**config.mk**
```make
export PLATFORM = sky130hd
export DESIGN_NAME = rdm_rx_parser
export DESIGN_NICKNAME = d
export VERILOG_FILES = /design/src/rtl/rdm_pkg.sv /design/src/rtl/rdm_loc_decode.sv /design/src/rtl/rdm_rx_parser.sv
export SDC_FILE = /design/constraint.sdc
export NUM_CORES = 1
export LEC_CHECK = 0
export CORE_MARGIN = 2
export CORE_UTILIZATION = 63
export DETAILED_ROUTE_END_ITERATION = 8
export GPL_TIMING_DRIVEN = 0
export HOLD_SLACK_MARGIN = 0.03
export MAX_ROUTING_LAYER = met4
export PLACE_DENSITY = 0.82
export SLEW_MARGIN = 20
export SYNTH_ARGS = -nofsm -noshare
export SYNTH_HDL_FRONTEND = slang
export SYNTH_HIERARCHICAL = 1
export SYNTH_SLANG_ARGS = --single-unit
```
**constraint.sdc**
```tcl
create_clock -name clk -period 3.8 [get_ports clk]
set_input_delay 0.95 -clock clk [delete_from_list [all_inputs] [get_ports clk]]
set_output_delay 0.95 -clock clk [all_outputs]
set_load 0.01 [all_outputs]
```
**src/rtl/rdm_pkg.sv**
```systemverilog
// Shared constants for the RDM location-message protocol: place-node codes,
// ASCII bytes used in frames, receive FSM states and error codes.
package rdm_pkg;

  // Place-node codes (shared with the RDM transmitter)
  localparam logic [4:0] NODE_PSU1 = 5'd27;
  localparam logic [4:0] NODE_PSU2 = 5'd29;
  localparam logic [4:0] NODE_PSU3 = 5'd31;
  localparam logic [4:0] NODE_MU1  = 5'd9;
  localparam logic [4:0] NODE_MU2  = 5'd8;
  localparam logic [4:0] NODE_MU3  = 5'd7;
  localparam logic [4:0] NODE_FSU1 = 5'd25;
  localparam logic [4:0] NODE_FSU2 = 5'd22;
  localparam logic [4:0] NODE_FSU3 = 5'd20;
  localparam logic [4:0] NODE_WSU1 = 5'd17;
  localparam logic [4:0] NODE_WSU2 = 5'd15;
  localparam logic [4:0] NODE_WSU3 = 5'd13;

  // ASCII bytes
  localparam logic [7:0] CH_R     = 8'h52;
  localparam logic [7:0] CH_D     = 8'h44;
  localparam logic [7:0] CH_M     = 8'h4D;
  localparam logic [7:0] CH_DASH  = 8'h2D;
  localparam logic [7:0] CH_HASH  = 8'h23;
  localparam logic [7:0] CH_P     = 8'h50;
  localparam logic [7:0] CH_F     = 8'h46;
  localparam logic [7:0] CH_W     = 8'h57;
  localparam logic [7:0] CH_S     = 8'h53;
  localparam logic [7:0] CH_U     = 8'h55;
  localparam logic [7:0] CH_1     = 8'h31;
  localparam logic [7:0] CH_2     = 8'h32;
  localparam logic [7:0] CH_3     = 8'h33;
  localparam logic [7:0] CH_SPACE = 8'h20;

  // Receive FSM states
  typedef enum logic [2:0] {
    S_IDLE   = 3'd0,
    S_H_D    = 3'd1,
    S_H_M    = 3'd2,
    S_H_DASH = 3'd3,
    S_LOC    = 3'd4,
    S_TERM   = 3'd5
  } rdm_state_t;

  // Error codes reported with msg_error
  localparam logic [1:0] ERR_HEADER  = 2'd0;
  localparam logic [1:0] ERR_LOC     = 2'd1;
  localparam logic [1:0] ERR_TERM    = 2'd2;
  localparam logic [1:0] ERR_TIMEOUT = 2'd3;

endpackage

```
**src/rtl/rdm_loc_decode.sv**
```systemverilog
// Combinational decoder: maps the buffered LOC text (first char in loc_buf[0])
// and its length to a place-node code. Only exact upper-case matches are known.
module rdm_loc_decode
  import rdm_pkg::*;
(
  input  logic [3:0][7:0] loc_buf,
  input  logic [2:0]      loc_len,
  output logic [4:0]      node,
  output logic            known
);

  // Match "MUn" (3 chars) or "PSUn"/"FSUn"/"WSUn" (4 chars)
  always_comb begin
    node  = 5'd0;
    known = 1'b0;
    if (loc_len == 3'd3 && loc_buf[0] == CH_M && loc_buf[1] == CH_U) begin
      case (loc_buf[2])
        CH_1:    begin node = NODE_MU1; known = 1'b1; end
        CH_2:    begin node = NODE_MU2; known = 1'b1; end
        CH_3:    begin node = NODE_MU3; known = 1'b1; end
        default: begin node = 5'd0;     known = 1'b0; end
      endcase
    end else if (loc_len == 3'd4 && loc_buf[1] == CH_S && loc_buf[2] == CH_U) begin
      known = 1'b1;
      case ({loc_buf[0], loc_buf[3]})
        {CH_P, CH_1}: node = NODE_PSU1;
        {CH_P, CH_2}: node = NODE_PSU2;
        {CH_P, CH_3}: node = NODE_PSU3;
        {CH_F, CH_1}: node = NODE_FSU1;
        {CH_F, CH_2}: node = NODE_FSU2;
        {CH_F, CH_3}: node = NODE_FSU3;
        {CH_W, CH_1}: node = NODE_WSU1;
        {CH_W, CH_2}: node = NODE_WSU2;
        {CH_W, CH_3}: node = NODE_WSU3;
        default: begin node = 5'd0; known = 1'b0; end
      endcase
    end
  end

endmodule

```
**src/rtl/rdm_rx_parser.sv**
```systemverilog
// RDM receive parser: consumes UART RX bytes, parses "RDM-<LOC>-#" frames and
// emits the place-node code, or an error pulse for malformed/unknown/stalled frames.
module rdm_rx_parser
  import rdm_pkg::*;
#(
  parameter int TIMEOUT_CYCLES = 50_000_000,
  parameter int CNT_W          = 8
) (
  input  logic             clk,
  input  logic             rst_n,
  input  logic             rx_valid,
  input  logic [7:0]       rx_data,
  output logic             msg_valid,
  output logic [4:0]       place_node,
  output logic             msg_error,
  output logic [1:0]       err_code,
  output logic             busy,
  output logic [CNT_W-1:0] msg_count
);

  localparam int TMO_W = (TIMEOUT_CYCLES > 2) ? $clog2(TIMEOUT_CYCLES) : 1;
  localparam logic [TMO_W-1:0] TMO_LAST = TMO_W'(TIMEOUT_CYCLES - 1);

  rdm_state_t       state_q, state_d;
  logic [3:0][7:0]  loc_buf_q, loc_buf_d;
  logic [2:0]       loc_len_q, loc_len_d;
  logic [TMO_W-1:0] tmo_cnt_q, tmo_cnt_d;
  logic             msg_valid_d, msg_error_d;
  logic [1:0]       err_code_d;
  logic [4:0]       place_node_d;
  logic [CNT_W-1:0] msg_count_d;
  logic [4:0]       dec_node;
  logic             dec_known;

  rdm_loc_decode u_decode (
    .loc_buf (loc_buf_q),
    .loc_len (loc_len_q),
    .node    (dec_node),
    .known   (dec_known)
  );

  // Next-state, buffer, timeout and output-register logic
  always_comb begin
    state_d      = state_q;
    loc_buf_d    = loc_buf_q;
    loc_len_d    = loc_len_q;
    msg_valid_d  = 1'b0;
    msg_error_d  = 1'b0;
    err_code_d   = err_code;
    place_node_d = place_node;
    msg_count_d  = msg_count;

    if (rx_valid || state_q == S_IDLE) tmo_cnt_d = '0;
    else                               tmo_cnt_d = tmo_cnt_q + 1'b1;

    if (rx_valid) begin
      case (state_q)
        S_IDLE: begin
          if (rx_data == CH_R) state_d = S_H_D;
        end
        S_H_D, S_H_M, S_H_DASH: begin
          if ((state_q == S_H_D    && rx_data == CH_D) ||
              (state_q == S_H_M    && rx_data == CH_M) ||
              (state_q == S_H_DASH && rx_data == CH_DASH)) begin
            case (state_q)
              S_H_D:   state_d = S_H_M;
              S_H_M:   state_d = S_H_DASH;
              default: begin
                state_d   = S_LOC;
                loc_buf_d = {4{CH_SPACE}};
                loc_len_d = 3'd0;
              end
            endcase
          end else begin
            // A stray 'R' is treated as the start of a fresh frame
            msg_error_d = 1'b1;
            err_code_d  = ERR_HEADER;
            state_d     = (rx_data == CH_R) ? S_H_D : S_IDLE;
          end
        end
        S_LOC: begin
          if (rx_data == CH_DASH) begin
            if (loc_len_q < 3'd3) begin
              msg_error_d = 1'b1;
              err_code_d  = ERR_LOC;
              state_d     = S_IDLE;
            end else begin
              state_d = S_TERM;
            end
          end else if (loc_len_q == 3'd4) begin
            msg_error_d = 1'b1;
            err_code_d  = ERR_LOC;
            state_d     = S_IDLE;
          end else begin
            loc_buf_d[loc_len_q[1:0]] = rx_data;
            loc_len_d                 = loc_len_q + 3'd1;
          end
        end
        S_TERM: begin
          state_d = S_IDLE;
          if (rx_data == CH_HASH) begin
            if (dec_known) begin
              msg_valid_d  = 1'b1;
              place_node_d = dec_node;
              msg_count_d  = msg_count + 1'b1;
            end else begin
              msg_error_d = 1'b1;
              err_code_d  = ERR_LOC;
            end
          end else begin
            msg_error_d = 1'b1;
            err_code_d  = ERR_TERM;
          end
        end
        default: state_d = S_IDLE;
      endcase
    end else if (state_q != S_IDLE && tmo_cnt_q == TMO_LAST) begin
      msg_error_d = 1'b1;
      err_code_d  = ERR_TIMEOUT;
      state_d     = S_IDLE;
      tmo_cnt_d   = '0;
    end
  end

  // State, buffer, counter and registered outputs
  always_ff @(posedge clk or negedge rst_n) begin
    if (!rst_n) begin
      state_q    <= S_IDLE;
      loc_buf_q  <= {4{CH_SPACE}};
      loc_len_q  <= 3'd0;
      tmo_cnt_q  <= '0;
      msg_valid  <= 1'b0;
      msg_error  <= 1'b0;
      err_code   <= 2'd0;
      place_node <= 5'd0;
      busy       <= 1'b0;
      msg_count  <= '0;
    end else begin
      state_q    <= state_d;
      loc_buf_q  <= loc_buf_d;
      loc_len_q  <= loc_len_d;
      tmo_cnt_q  <= tmo_cnt_d;
      msg_valid  <= msg_valid_d;
      msg_error  <= msg_error_d;
      err_code   <= err_code_d;
      place_node <= place_node_d;
      busy       <= (state_d != S_IDLE);
      msg_count  <= msg_count_d;
    end
  end

endmodule

```
==> flow_metrics.env, run 1 <==
export IMPL_synth_area_leader_cell="dfrtp_1"
export IMPL_cts_sinks=82
export IMPL_hold_buffers=0
export IMPL_fin_crit_ns=3.07
export IMPL_ir_drop_v=0.000236
export IMPL_fin_crit_sh_pct=80.8
export IMPL_area_growth_pct=14.2
export IMPL_synthSimpleGateAreaFrac_pct=25.1
export IMPL_numCtsBuffers=9
export IMPL_finalSetupViolCount=0
export IMPL_ys_warn_count=6
export IMPL_htreeDepth=3
export IMPL_hold_violations=0
export IMPL_leakagePower_nw=2.05
export IMPL_worst_ep_arrival_time_ns=3.31
export IMPL_routed_via_density=6.40
export IMPL_power_density_nw_per_um2=355
export IMPL_synth_mux_area_share_pct=0.236
export IMPL_rsz0062_at_grt="no"
export IMPL_cts_path_max_buffers=2
export IMPL_tightest_slew_ns=0.868
export IMPL_grt_max_degree=53
export IMPL_worst_setup_path_start_kind="input pin"
export IMPL_regToRegEndpoint="msg_count[7]"
export IMPL_async_flop_share_pct=100
export IMPL_drtAntennaViolNets=0
export IMPL_grt_use_total_pct=28.3
export IMPL_synth_compound_area_share_pct=14.0
export IMPL_skew_ns=0.00824
export IMPL_reg2reg_from="loc_buf_q[4]"
export IMPL_max_freq_mhz=326
export IMPL_ys_top_cells_by_count="dfrtp_1, nand2_1, nor2_1"
export IMPL_clock_latency_ns=0.35
export IMPL_crit_type="in2reg"
export IMPL_grt_pass1_vias=3246
export IMPL_syn_nets=427
export IMPL_r2r_cells=9
export IMPL_synth_top_family_by_area="simple AND/OR/NAND/NOR gates"
export IMPL_synth_cells=410
export IMPL_antenna_found_initial=0
export IMPL_synth_xor_area_share_pct=6.81
export IMPL_n_antenna_cell=0
export IMPL_synth_edf_count=0
export IMPL_regArea_um2=2060
export IMPL_crit_path_end_kind="register"
export IMPL_drt_pass1_iterations=5
export IMPL_synth_most_common_cell="dfrtp_1"
export IMPL_multiInputGateArea_um2=2030
export IMPL_drv_slew=0
export IMPL_post_place_ws_ns=0.463
export IMPL_hold_path_endpoint="loc_buf_q[29]"
export IMPL_ys_top_cells_by_area="dfrtp_1, a32o_1, nand2_1"
export IMPL_cp_required_ns=4.04
export IMPL_synth_seq_cells=82
export IMPL_fin_tns_setup_ns=0
export IMPL_core_area_um2=6420
export IMPL_via_count=3373
export IMPL_dr_first_iter_drc_count=370
export IMPL_dieArea_um2=7410
export IMPL_cts_setup_buffers=0
export IMPL_fill_cells=441
export IMPL_netlist_area_um2=4240
export IMPL_dieWidth_um=86.1
export IMPL_grt_pass1_wl_mm=15.8
export IMPL_post_route_util_pct=75.4
export IMPL_critPathMaxFanout=10
export IMPL_cts_tree="built"
export IMPL_maxSlewHeadroom_pct=41.6
export IMPL_gp_congestion=0.837
export IMPL_nNetsFinal=462
export IMPL_status="finished clean"
export IMPL_placement_rows=29
export IMPL_die_y_um=86.1
export IMPL_boundaryPins=29
export IMPL_hp_class="reg2reg"
export IMPL_max_cap_violations=0
export IMPL_drc=0
export IMPL_drt_wl_total_mm=9.45
export IMPL_start_util_pct=66.1
export IMPL_synth_flop_cell="dfrtp_1"
export IMPL_hold_depth=2
export IMPL_post_cts_resized=0
export IMPL_port_buffers=23
export IMPL_ys_types=58
export IMPL_synth_area_per_cell_um2=10.3
export IMPL_design_area_um2=4840
export IMPL_grt_overflow=0
export IMPL_synth_top_area_share_pct=46.0
export IMPL_regToRegSetupSlack_ns=0.94
export IMPL_worstHoldStart="loc_buf_q[29]"
export IMPL_hpwl_mm=6.39
export IMPL_root_buffer="clkbuf_8"
export IMPL_setup_slack_ns=0.728
export IMPL_detailed_place_area_um2=4590
export IMPL_ys_seq_area_share_pct=48.5
export IMPL_drt_wirelength_per_cell_um=17.9
export IMPL_clk_pin_slew_ns=0.08
export IMPL_synth_fa_ha_area_share_pct=1.77
export IMPL_drive_gt1_share_pct=12.9
-- state kept, by name (all words and copies together), names as in the netlist --
register,cells
busy,1
err_code,2
loc_buf_q,32
loc_len_q,3
msg_count,8
msg_error,1
msg_valid,1
place_node,5
state_q,3
tmo_cnt_q,26
-- routing by layer --
layer | track usage (%) | routed length [um]
met1 | 39.8 | 4360
met2 | 41.9 | 4440
met3 | 4.43 | 482
met4 | 10.2 | 161
met5 | - | 0
-- per-stage QoR --
step	hold slack, ns	total power, W	cells
floorplan	0.440	0.000919	410
global placement	0.451	0.000953	510
detailed placement	0.461	0.000957	511
CTS	0.474	0.00172	527
global route	0.494	0.00177	527
finish	0.470	0.00172	527
-- cell families after synthesis --
group	count (synthesis)
mux	1
compound gates	66
fa+ha+maj	6
buf+inv	33
flops	82
simple gates	189
xor+xnor	33
-- power by group --
group | total (W) | internal, W | switching, W | leakage, nW
clock | 0.000779 | 0.000443 | 0.000336 | 0.122
combinational | 0.0000648 | 0.0000193 | 0.0000455 | 0.802
sequential | 0.000875 | 0.000873 | 0.00000217 | 1.13
total | 0.00172 | 0.00134 | 0.000384 | 2.05
-- final cells by class --
type	count	share of cell area, %
Tap cell	77	1.99
Timing Repair Buffer	24	5.27
Clock buffer	9	2.56
Buffer	21	2.25
Multi-Input combinational cell	295	41.9
Inverter	12	0.930
Sequential cell	82	42.5
Clock inverter	7	2.61
-- critical path: stages --
cell	delay (ns)
clkdlybuf4s50_1	0.70
or3b_1	0.43
nor3_2	0.23
o22ai_1	0.11
and4_1	0.22
buf_2	0.17
buf_2	0.21
a32o_1	0.29
-- worst max path at each step --
stage / from / end
2_1_floorplan: rx_data[1] / busy
3_3_place_gp: rst_n / tmo_cnt_q[10]
3_5_place_dp: rx_data[2] / loc_buf_q[15]
4_1_cts: rx_data[2] / loc_buf_q[15]
5_1_grt: rx_data[2] / loc_buf_q[15]
6_report: rx_data[2] / loc_buf_q[15]
-- cell usage in the layout (no fill, tap or decap), drive strengths merged, types with 9 or more instances in the layout --
cell / instances
dfrtp: 78
nor2: 39
nand4: 9
a32o: 30
nand3: 24
xor2: 18
xnor2: 15
nand2: 50
buf: 16
clkbuf: 16
o21ai: 9
clkdlybuf4s50: 22
inv: 13
Power figures use the tool's default switching activity.
==> inputs of run 2 (changes only) <==
--- a/config.mk
+++ b/config.mk
@@ -6,12 +6,12 @@
 export NUM_CORES = 1
 export LEC_CHECK = 0
 export CORE_MARGIN = 2
-export CORE_UTILIZATION = 63
+export CORE_UTILIZATION = 59
 export DETAILED_ROUTE_END_ITERATION = 8
 export GPL_TIMING_DRIVEN = 0
 export HOLD_SLACK_MARGIN = 0.03
 export MAX_ROUTING_LAYER = met4
-export PLACE_DENSITY = 0.82
+export PLACE_DENSITY = 0.78
 export SLEW_MARGIN = 20
 export SYNTH_ARGS = -nofsm -noshare
 export SYNTH_HDL_FRONTEND = slang
==> constraint.sdc (replaced) <==
create_clock -name clk -period 3 [get_ports clk]
set_input_delay 0.75 -clock clk [delete_from_list [all_inputs] [get_ports clk]]
set_output_delay 0.75 -clock clk [all_outputs]
set_load 0.01 [all_outputs]
==> run 2 against run 1 <==
Compared with the run above:
- wire length shrank 4.7%
- non-clock buffer count unchanged
- die area grew 6.5%
- count of clock-buffer cells in the layout did not move
- power up 18%
- clock power is 7.3% higher
- critical path type unchanged
- largest cell class unchanged
- largest power group unchanged
==> flow_metrics.env, run 2 (same netlist as run 1, synthesis figures left out) <==
export IMPL_cts_sinks=82
export IMPL_drt_wirelength_per_cell_um=16.5
export IMPL_critPathMaxFanout=10
export IMPL_tightest_slew_ns=0.599
export IMPL_nNetsFinal=462
export IMPL_ir_drop_v=0.000278
export IMPL_dieWidth_um=88.8
export IMPL_post_cts_resized=0
export IMPL_max_cap_violations=0
export IMPL_placement_rows=30
export IMPL_cpPeakStageDelay_ns=0.73
export IMPL_regToRegEndpoint="msg_count[7]"
export IMPL_grt_pass1_wl_mm=15.2
export IMPL_cp_slowest_cell="clkdlybuf4s50_1"
export IMPL_top_regs="loc_buf_q x32, tmo_cnt_q x26, msg_count x8"
export IMPL_clk_pin_slew_ns=0.10
export IMPL_finalPower_w=0.00203
export IMPL_start_util_pct=61.8
export IMPL_n_antenna_cell=0
export IMPL_cp_required_ns=3.25
export IMPL_fill_cells=542
export IMPL_area_growth_pct=13.7
export IMPL_hold_violations=0
export IMPL_fin_cells=546
export IMPL_via_count=3246
export IMPL_drtAntennaViolNets=0
export IMPL_worst_setup_path_start_kind="input pin"
export IMPL_finalSetupViolCount=0
export IMPL_hp_class="in2async"
export IMPL_grt_max_degree=45
export IMPL_crit_type="in2reg"
export IMPL_maxSlewHeadroom_pct=59.5
export IMPL_whs_ns=0.360
export IMPL_drt_wl_total_mm=9.00
export IMPL_top_register="loc_buf_q"
export IMPL_hold_buffers=0
export IMPL_drt_pass1_iterations=4
export IMPL_largest_reg_flops=32
export IMPL_die_y_um=88.8
export IMPL_clock_latency_ns=0.36
export IMPL_drv_slew=0
export IMPL_status="finished clean"
export IMPL_cts_tree="built"
export IMPL_numCtsBuffers=9
export IMPL_grt_pass1_vias=3160
export IMPL_drive_gt1_share_pct=13.1
export IMPL_design_area_um2=4820
export IMPL_placed_cells=530
export IMPL_worst_path_most_repeated_cell="buf_2"
export IMPL_boundaryPins=29
export IMPL_skew_ns=0.0144
export IMPL_setup_slack_ns=0.162
export IMPL_cts_path_max_buffers=2
export IMPL_rsz0062_at_grt="no"
export IMPL_dieArea_um2=7890
export IMPL_grt_overflow=0
export IMPL_path_cells="clkdlybuf4s50_1 -> or3b_1 -> nor3_2 -> o22ai_1 -> and4_1 -> buf_2 -> buf_2 -> a32o_1"
export IMPL_root_buffer="clkbuf_8"
export IMPL_core_area_um2=6870
export IMPL_crit_buf_inv=3
export IMPL_worst_ep_arrival_time_ns=3.09
export IMPL_fin_crit_ns=2.84
export IMPL_htreeDepth=3
export IMPL_crit_family="buffers and inverters"
export IMPL_detailed_place_area_um2=4610
export IMPL_fin_crit_sh_pct=94.6
export IMPL_mostFrequentLayoutCell="dfrtp_1"
export IMPL_reg2reg_from="loc_buf_q[19]"
export IMPL_final_cell_mix="dfrtp_1, nand2_1, nor2_1"
export IMPL_routed_via_density=5.95
export IMPL_hpwl_mm=6.42
export IMPL_crit_path_end_kind="register"
export IMPL_post_place_ws_ns=-0.167
export IMPL_cts_setup_buffers=0
export IMPL_antenna_found_initial=0
export IMPL_r2r_cells=8
export IMPL_power_density_nw_per_um2=420
export IMPL_grt_use_total_pct=26.0
export IMPL_dr_first_iter_drc_count=266
export IMPL_gp_congestion=0.838
export IMPL_regToRegSetupSlack_ns=0.29
export IMPL_max_freq_mhz=352
export IMPL_port_buffers=23
export IMPL_regArea_um2=2060
export IMPL_leakagePower_nw=2.03
export IMPL_multiInputGateArea_um2=2040
export IMPL_drc=0
-- run 2: cell types whose count changed in the layout (fill, tap and decap cells not counted), sizes merged --
| cell | before | now |
|---|---|---|
| inv | 13 | 16 |
| bufinv | 3 | 1 |
| clkinvlp | 1 | 0 |
-- run 2: how the worst max path moves through the flow --
stage                     slack, ns  depth (start not counted)           from             to
after floorplan                0.56                          7     rx_data[1]           busy
after global placement        -1.68                          1          rst_n   tmo_cnt_q[3]
after detailed placement      -0.17                          8     rx_data[2]  loc_buf_q[23]
after CTS                      0.18                          8  loc_buf_q[19]   msg_count[7]
after global routing           0.03                          8  loc_buf_q[15]   msg_count[7]
final                          0.16                          8     rx_data[2]   loc_buf_q[0]
-- run 2: through the flow --
stage | TNS, ns | utilization (%)
after detailed placement | -4.79 | 67.1
after floorplan | 0 | -
final | 0 | 70.2
after global placement | -136.62 | 66.9
after CTS | 0 | 70.1
after global routing | 0 | 70.2
-- run 2: layout make-up --
| type | instances | area share [%] |
|---|---|---|
| sequential | 82 | 42.6 |
| clock inverter | 7 | 1.74 |
| clock buffer | 9 | 2.57 |
| buffer | 21 | 2.26 |
| multi-input combinational | 295 | 42.2 |
| tap | 96 | 2.49 |
| inverter | 12 | 0.934 |
| timing repair buffer | 24 | 5.13 |
-- run 2: where the power goes --
part	total, W	internal, W	switching [W]
Clock	0.000836	0.000402	0.000434
Sequential	0.00111	0.00111	0.00000260
Combinational	0.0000807	0.0000235	0.0000572
Total	0.00203	0.00153	0.000494
-- run 2: layer usage --
layer  track usage [%]  routed length (um)  vias to the layer above
met2              38.7                4170                       78
met1              35.6                4150                     1585
li1                  -                   -                     1565
met4              10.6                 210                        0
met3              4.29                 470                       18
met5                 -                   0                        -
==> inputs of run 3 (changes only) <==
--- a/config.mk
+++ b/config.mk
@@ -6,12 +6,12 @@
 export NUM_CORES = 1
 export LEC_CHECK = 0
 export CORE_MARGIN = 2
-export CORE_UTILIZATION = 59
+export CORE_UTILIZATION = 53
 export DETAILED_ROUTE_END_ITERATION = 8
 export GPL_TIMING_DRIVEN = 0
 export HOLD_SLACK_MARGIN = 0.03
 export MAX_ROUTING_LAYER = met4
-export PLACE_DENSITY = 0.78
+export PLACE_DENSITY = 0.74
 export SLEW_MARGIN = 20
 export SYNTH_ARGS = -nofsm -noshare
 export SYNTH_HDL_FRONTEND = slang
==> constraint.sdc (replaced) <==
create_clock -name clk -period 2.6 [get_ports clk]
set_input_delay 0.65 -clock clk [delete_from_list [all_inputs] [get_ports clk]]
set_output_delay 0.65 -clock clk [all_outputs]
set_load 0.01 [all_outputs]
==> run 3 against run 2 <==
Compared with the run above:
- register-to-register slack worse by 0.10 ns
- sequential power up 15%
- clock skew down 0.0033 ns
- critical endpoint is now msg_count[7]
- critical path type is now reg2reg
- first-iteration DRC count up 5.6%
- final cell count up 1.3%
- highest routed layer unchanged
- power up 9.1%
==> flow_metrics.env, run 3 (same netlist as run 1, synthesis figures left out) <==
export IMPL_setup_slack_ns=0.187
export IMPL_drive_gt1_share_pct=14.2
export IMPL_leakagePower_nw=2.06
export IMPL_ir_drop_v=0.000307
export IMPL_grt_pass1_vias=3242
export IMPL_fin_crit_sh_pct=92.8
export IMPL_clk_pin_slew_ns=0.09
export IMPL_numCtsBuffers=9
export IMPL_mostFrequentLayoutCell="dfrtp_1"
export IMPL_p_sw_share_pct=25.0
export IMPL_finalPower_w=0.00221
export IMPL_area_growth_pct=14.7
export IMPL_max_cap_violations=0
export IMPL_drtAntennaViolNets=0
export IMPL_gp_congestion=0.865
export IMPL_top_register="loc_buf_q"
export IMPL_port_buffers=23
export IMPL_fill_cells=659
export IMPL_cp_required_ns=2.84
export IMPL_die_y_um=93.5
export IMPL_combinationalPowerShare_pct=4.2
export IMPL_routed_via_density=5.92
export IMPL_grt_use_total_pct=23.1
export IMPL_tightest_slew_ns=0.530
export IMPL_placement_rows=32
export IMPL_cp_slowest_cell="dfrtp_1"
export IMPL_clock_latency_ns=0.34
export IMPL_globalRouteMet3Util_pct=3.22
export IMPL_nNetsFinal=463
export IMPL_final_cell_mix="dfrtp_1, nand2_1, nor2_1"
export IMPL_largest_reg_flops=32
export IMPL_status="finished clean"
export IMPL_p_switching_w=0.000552
export IMPL_skew_ns=0.0110
export IMPL_cts_sinks=82
export IMPL_worst_setup_path_start_kind="register"
export IMPL_drc=0
export IMPL_max_freq_mhz=414
export IMPL_rsz0062_at_grt="no"
export IMPL_dr_first_iter_drc_count=281
export IMPL_via_count=3272
export IMPL_grt_pass1_wl_mm=15.6
export IMPL_root_buffer="clkbuf_8"
export IMPL_dieWidth_um=93.5
export IMPL_path_cells="nor4b_4 -> nand4_1 -> buf_4 -> a2111oi_4 -> a21o_2 -> nand3_4 -> nor2_2 -> nand4_1 -> xnor2_1"
export IMPL_cts_tree="built"
export IMPL_finalSetupViolCount=0
export IMPL_met2_usage_pct=34.2
export IMPL_maxSlewHeadroom_pct=64.6
export IMPL_antenna_found_initial=0
export IMPL_drv_slew=0
export IMPL_grt_overflow=0
export IMPL_hold_violations=0
export IMPL_top_regs="loc_buf_q x32, tmo_cnt_q x26, msg_count x8"
export IMPL_worst_path_most_repeated_cell="nand4_1"
export IMPL_htreeDepth=3
export IMPL_cpPeakStageDelay_ns=0.46
export IMPL_grt_max_degree=56
export IMPL_drt_wirelength_per_cell_um=16.2
export IMPL_core_area_um2=7730
export IMPL_worst_ep_arrival_time_ns=2.65
export IMPL_hp_class="in2async"
export IMPL_power_density_nw_per_um2=454
export IMPL_seqPwrFrac_pct=57.9
export IMPL_start_util_pct=54.9
export IMPL_boundaryPins=29
export IMPL_post_route_util_pct=63.0
export IMPL_drt_pass1_iterations=5
export IMPL_grt_use_met1_pct=32.9
export IMPL_pwr_share_clk_pct=37.9
export IMPL_post_place_ws_ns=-0.399
export IMPL_critPathMaxFanout=10
export IMPL_dieArea_um2=8740
export IMPL_grt_most_used_layer="met2"
export IMPL_drt_wl_total_mm=8.94
export IMPL_crit_path_end_kind="register"
export IMPL_multiInputGateArea_um2=2080
export IMPL_cts_path_max_buffers=2
export IMPL_p_int_w=0.00166
export IMPL_fin_crit_ns=2.41
export IMPL_whs_ns=0.218
export IMPL_regArea_um2=2060
export IMPL_hpwl_mm=6.42
export IMPL_n_antenna_cell=0
export IMPL_crit_type="reg2reg"
==> run 3: routing by layer <==
layer	vias up	part of all wire [%]
met5	-	0
met4	0	1.4
met3	17	4.6
met2	84	47
met1	1593	47
li1	1578	-
==> run 3: area by class of cell <==
type / count / area share, %
Clock inverter: 7 / 1.13
Inverter: 12 / 0.926
Clock buffer: 9 / 2.55
Multi-Input combinational cell: 295 / 42.7
Timing Repair Buffer: 26 / 5.63
Tap cell: 102 / 2.62
Sequential cell: 82 / 42.3
Buffer: 20 / 2.16
==> run 3: final timing paths <==
kind,slack [ns],endpoint,cells past startpoint,from
hold reg to reg,0.47,loc_buf_q[29],2,loc_buf_q[29]
max in group asynchronous,1.74,loc_buf_q[29],2,rst_n
setup reg to reg,0.19,msg_count[7],9,loc_buf_q[3]
hold / removal,0.22,tmo_cnt_q[3],1,rst_n
setup / recovery,0.19,msg_count[7],9,loc_buf_q[3]
min in group clk,0.47,loc_buf_q[29],2,loc_buf_q[29]
==> run 3: what timing repair did <==
action | 4_1_cts | 5_1_grt
endpoints found under the hold margin | 0 | 0
endpoints found under the setup margin | 36 | 41
gates resized for setup | 5 | 5
pin swaps | 1 | 2
setup buffers | 1 | 1
hold buffers | 0 | 0
==> run 3: power by group through the flow <==
stage,Combinational (W),Clock [W],Sequential (W)
2_1_floorplan,0.0000382,0,0.00130
3_3_place_gp,0.0000892,0,0.00130
3_5_place_dp,0.0000952,0,0.00130
4_1_cts,0.0000956,0.000852,0.00128
5_1_grt,0.000106,0.000910,0.00128
6_report,0.0000939,0.000837,0.00128
==> run 3: metrics by stage <==
step	std cells	cell area (um2)	setup TNS (ns)
after CTS	553	4830	0
after floorplan	410	4240	0
after detailed placement	536	4630	-15.89
final	553	4860	0
after global placement	535	4600	-172.16
after global routing	553	4860	0
==> run 3: critical path, delay by kind of cell, from the launching register on <==
| kind | cells | cell delay [ns] |
|---|---|---|
| and+or+nand+nor | 5 | 1.03 |
| AOI/OAI and AO/OA | 2 | 0.47 |
| DFF | 1 | 0.46 |
| buffers and inverters | 1 | 0.19 |
| xor gates and xnor gates | 1 | 0.14 |
